File: src/rtl/bitwise_logic_pipe.sv
// Pipelined bitwise logic unit with selectable operation, result flags and
// valid/ready flow control. Each stage holds one beat; bubbles collapse so an
// empty stage refills even while stages further downstream are stalled.
module bitwise_logic_pipe #(
   parameter int WIDTH  = 32,
   parameter int STAGES = 2,
   localparam int OCC_W = $clog2(STAGES + 1)
) (
   input  logic             clk,
   input  logic             rst,
   input  logic             in_valid,
   output logic             in_ready,
   input  logic [2:0]       op,
   input  logic [WIDTH-1:0] a,
   input  logic [WIDTH-1:0] b,
   output logic             out_valid,
   input  logic             out_ready,
   output logic [WIDTH-1:0] out,
   output logic             zero,
   output logic             parity,
   output logic [OCC_W-1:0] occupancy
);

   // Result of the combinational compute stage
   logic [WIDTH-1:0] res_c;
   logic             zero_c;
   logic             parity_c;

   // Per-stage state; an invalid stage always carries zero data and flags
   logic [STAGES-1:0] valid_q;
   logic [WIDTH-1:0]  data_q [STAGES];
   logic [STAGES-1:0] zero_q;
   logic [STAGES-1:0] parity_q;

   // Per-stage next values, selected between new operands and the upstream stage
   logic [STAGES-1:0] valid_d;
   logic [WIDTH-1:0]  data_d [STAGES];
   logic [STAGES-1:0] zero_d;
   logic [STAGES-1:0] parity_d;

   logic [STAGES-1:0] load_c;
   logic              accept_c;
   logic [OCC_W-1:0]  occ_c;

   // Bitwise operation select and result flags
   always_comb begin
      res_c = a;
      case (op)
         3'b000:  res_c = ~a;
         3'b001:  res_c = a & b;
         3'b010:  res_c = a | b;
         3'b011:  res_c = a ^ b;
         3'b100:  res_c = ~(a & b);
         3'b101:  res_c = ~(a | b);
         3'b110:  res_c = ~(a ^ b);
         default: res_c = a;
      endcase
      zero_c   = ~|res_c;
      parity_c = ^res_c;
   end

   // Load chain: a stage loads when empty or when the stage below it advances;
   // the consumer's out_ready is the downstream of the last stage
   always_comb begin
      logic nxt;
      nxt    = out_ready;
      load_c = '0;
      for (int i = STAGES - 1; i >= 0; i--) begin
         load_c[i] = !valid_q[i] || nxt;
         nxt       = load_c[i];
      end
   end

   // Nothing is accepted while reset is asserted
   assign in_ready = load_c[0] && !rst;
   assign accept_c = in_valid && in_ready;

   generate
      for (genvar gi = 0; gi < STAGES; gi++) begin : g_src
         if (gi == 0) begin : g_head
            assign valid_d[gi]  = accept_c;
            assign data_d[gi]   = accept_c ? res_c : '0;
            assign zero_d[gi]   = accept_c && zero_c;
            assign parity_d[gi] = accept_c && parity_c;
         end else begin : g_body
            assign valid_d[gi]  = valid_q[gi-1];
            assign data_d[gi]   = data_q[gi-1];
            assign zero_d[gi]   = zero_q[gi-1];
            assign parity_d[gi] = parity_q[gi-1];
         end
      end
   endgenerate

   // Stage registers: clear on reset, otherwise load the selected source
   always_ff @(posedge clk) begin
      if (rst) begin
         valid_q  <= '0;
         zero_q   <= '0;
         parity_q <= '0;
         for (int i = 0; i < STAGES; i++) begin
            data_q[i] <= '0;
         end
      end else begin
         for (int i = 0; i < STAGES; i++) begin
            if (load_c[i]) begin
               valid_q[i]  <= valid_d[i];
               data_q[i]   <= data_d[i];
               zero_q[i]   <= zero_d[i];
               parity_q[i] <= parity_d[i];
            end
         end
      end
   end

   // Number of occupied stages
   always_comb begin
      occ_c = '0;
      for (int i = 0; i < STAGES; i++) begin
         occ_c = occ_c + OCC_W'(valid_q[i]);
      end
   end

   assign occupancy = occ_c;
   assign out_valid = valid_q[STAGES-1];
   assign out       = data_q[STAGES-1];
   assign zero      = zero_q[STAGES-1];
   assign parity    = parity_q[STAGES-1];

endmodule

File: config.mk
export PLATFORM = sky130hd
export DESIGN_NAME = bitwise_logic_pipe
export DESIGN_NICKNAME = d
export VERILOG_FILES = /design/src/rtl/bitwise_logic_pipe.sv
export SDC_FILE = /design/constraint.sdc
export NUM_CORES = 1
export LEC_CHECK = 0
export ABC_CLOCK_PERIOD_IN_PS = 3000
export BUFFER_PORTS_ARGS = -buffer_cell sky130_fd_sc_hd__clkbuf_2
export CORE_ASPECT_RATIO = 0.9
export CORE_MARGIN = 2
export CORE_UTILIZATION = 53
export CTS_CLUSTER_SIZE = 16
export DETAILED_ROUTE_END_ITERATION = 8
export GPL_ROUTABILITY_DRIVEN = 0
export GPL_TIMING_DRIVEN = 0
export PLACE_DENSITY = 0.85
export SYNTH_ARGS = -nofsm -noshare
export SYNTH_HDL_FRONTEND = slang
export SYNTH_SLANG_ARGS = --single-unit
File: constraint.sdc
create_clock -name clk -period 3 [get_ports clk]
set_input_delay 0.6 -clock clk [delete_from_list [all_inputs] [get_ports clk]]
set_output_delay 0.6 -clock clk [all_outputs]
set_load 0.05 [all_outputs]
==> out/qor.csv <==
metric,value,unit
root buffer cell,clkbuf_16,
1st-pass router iterations,6,
IO Port Bufs,108,
Routed Wire Length,16000,um
CTS Buf Count,9,
Highest Clock Rate,346,MHz
H-tree levels,3,
Max clock buf depth,2,
Final ANT Viol Nets,0,
Syn Nets,836,
Crit-path slowest cell,o21ai_1,
Flop pwr share,0.361,
power share of the clock group,0.282,
Synth Instances,684,
die area,0.0128,mm^2
Int Pwr,2.16,mW
Total Routing Usage GR,0.255,
routed len/inst,16.6,um
fin cells,964,
CP Cell Sequence,"clkbuf_2, buf_2, buf_6, nand3_1, buf_2, o21ai_1, ha_1, xnor2_1, xnor2_1, xnor2_1, xnor2_1, o21ai_0",
Switch Pwr,1.02,mW
Yosys cell types,47,
#FFs+latches synth,70,
setup bufs post-CTS,0,
"EDFF count, synth",64,
"most common cell after layout, fill and taps aside",clkbuf_2,
layout cells sized above 1,0.214,
Slew Limit Fails,0,
num rows,37,
HPWL Detailed,12300,um
Total Power,3.18,mW
Async SR Flop Fraction,0,
CTS tree,done,
largest net degree at the start of global routing,34,
Die Span Y,107,um
Setup TNS Final,0,ns
Via-to-Cell Ratio,5.87,
Post-synth top flop,edfxtp_1,
Ports,109,
Post-Place Setup Slack,-0.349,ns
Clock transition at path regs,0.05,ns
leading area contributor after synthesis,edfxtp_1,
number of diodes,0,
outcome,"finished, final reports clean",
Slew headroom,0.247,
YS warnings,0,
power per cell area,435,mW/mm^2
maximum VDD drop,318,uV
most used cell along the critical path,xnor2_1,
max incr delay on CP,0.37,ns
metal2 WL,7330,um
top post-synthesis cells by area,"edfxtp_1 30%, ha_1 16%, mux2i_1 4.8%",
post-synthesis area per instance,9.21,um^2
Post-Syn Area,0.00630,mm^2
first-pass GRT wire length,26100,um
Routed met3 length,1560,um
CP bufs+invs,4,
CP required,3.20,ns
MaxCap Viol Count,0,
number of global-route vias before repair,5302,
core area,0.0115,mm^2
DR vias,5662,
Worst Path Arrival,3.09,ns
Starting Density,0.547,
crit path max fanout,10,
metal1 wirelength,6740,um
DP Cell Count,948,
switch share,0.321,
antenna violations before repair,0,
crit end category,flip-flop,
post-synthesis sequential area ratio,0.324,
CP top delay family,buffers and inverters,
initial DRC count,701,
Die Wd,119,um
Comb pwr share,0.357,
clock skew,0.00408,ns
HP Class,flip-flop to flip-flop,
clk_lat worst skew,0.32,ns
final worst path period need,2.89,ns
leak pwr,3.50,nW
RSZ-0062 raised after global routing,false,
GRT Residual Overflow,0,
crit path launch type,input port,
final hold violations,0,
CTS Sinks,70,
critical path type,input port to flip-flop,
DRC,0,
final setup margin,0.111,ns
area grow syn2layout,15.8,%
most frequent cells in the layout,"109 x clkbuf_2, 81 x ha_1, 69 x inv_1",
Worst Max-Slew Pin Slew,1.13,ns
final worst path period share,0.963,
DR top layer,met4,
# nets final,955,
setup violators final,0,
Synth top area share,0.305,
==> Yosys cell counts, types with 8 or more instances <==
master / count
ha_1: 81
clkbuf_1: 13
a211oi_1: 8
o2111ai_1: 13
a21oi_1: 14
mux2i_1: 30
xnor2_1: 13
o21a_1: 13
or3_1: 14
inv_1: 69
nand2_1: 47
and2_1: 33
edfxtp_1: 64
nor2_1: 63
o21ai_0: 28
o211ai_1: 29
a211o_1: 13
nand3_1: 28
buf_2: 25
==> kinds of logic (layout without fill, tap and decap cells) <==
group | count (synthesis) | count (layout) | share of synthesized area
flops | 70 | 70 | 0.324
simple gates | 201 | 201 | 0.151
mux | 40 | 40 | 0.0709
compound gates | 161 | 161 | 0.190
buf+inv | 116 | 240 | 0.0824
fa+ha+maj | 81 | 81 | 0.161
xor+xnor | 15 | 15 | 0.0208
==> state kept, by name, summed over array words and instances, names as in the netlist <==
signal and flops:
data_q 64, zero_q 2, parity_q 2, valid_q 2
==> power groups by stage <==
stage / combinational (mW) / clock, mW / sequential (mW)
2_1_floorplan: 0.726 / 0 / 1.26
3_3_place_gp: 1.07 / 0 / 1.16
3_5_place_dp: 1.10 / 0 / 1.16
4_1_cts: 1.11 / 0.909 / 1.15
5_1_grt: 1.22 / 0.948 / 1.15
6_report: 1.13 / 0.897 / 1.15
==> worst min-delay path, delay by kind of cell, from the launching register on <==
| kind | cells | cell delay [ns] |
|---|---|---|
| compound gates | 1 | 0.05 |
| flops | 1 | 0.31 |
| simple gates | 1 | 0.05 |
==> final cells by class <==
class,instances,area (um^2)
buffer,47,262
clock buffer,14,244
clock inverter,2,10.0
fill,948,4230
inverter,69,259
multi-input combinational,498,3740
sequential,70,2040
tap,156,195
timing repair buffer,108,541
==> routing by layer <==
metal  GRT usage  vias up
met4      0.0901        0
met1       0.352     2594
met5           0        -
li1            -     2698
met2       0.412      336
met3      0.0339       34
==> through the flow <==
stage               utilization  hold slack, ns  area (um^2)
finish                    0.633           0.456         7300
global route              0.633           0.485         7300
global placement          0.611           0.441         7040
CTS                       0.633           0.459         7290
detailed placement        0.611           0.453         7040
floorplan                     -           0.425         6300
==> path summary, 6_finish.rpt <==
path                            cells past startpoint  slack (ns)            end        start
worst max-delay path                               12        0.11    parity_q[0]        op[2]
worst min register to register                      2        0.46    parity_q[1]  parity_q[1]
worst max register to register                      4        0.44  data_q[0][17]   valid_q[1]
worst min-delay path                                2        0.46    parity_q[1]  parity_q[1]
==> what timing repair did <==
item	4_1_cts	5_1_grt
hold buffers	0	0
setup endpoints to repair	32	1
gates resized for setup	1	2
(Power assumes the default switching activity.)
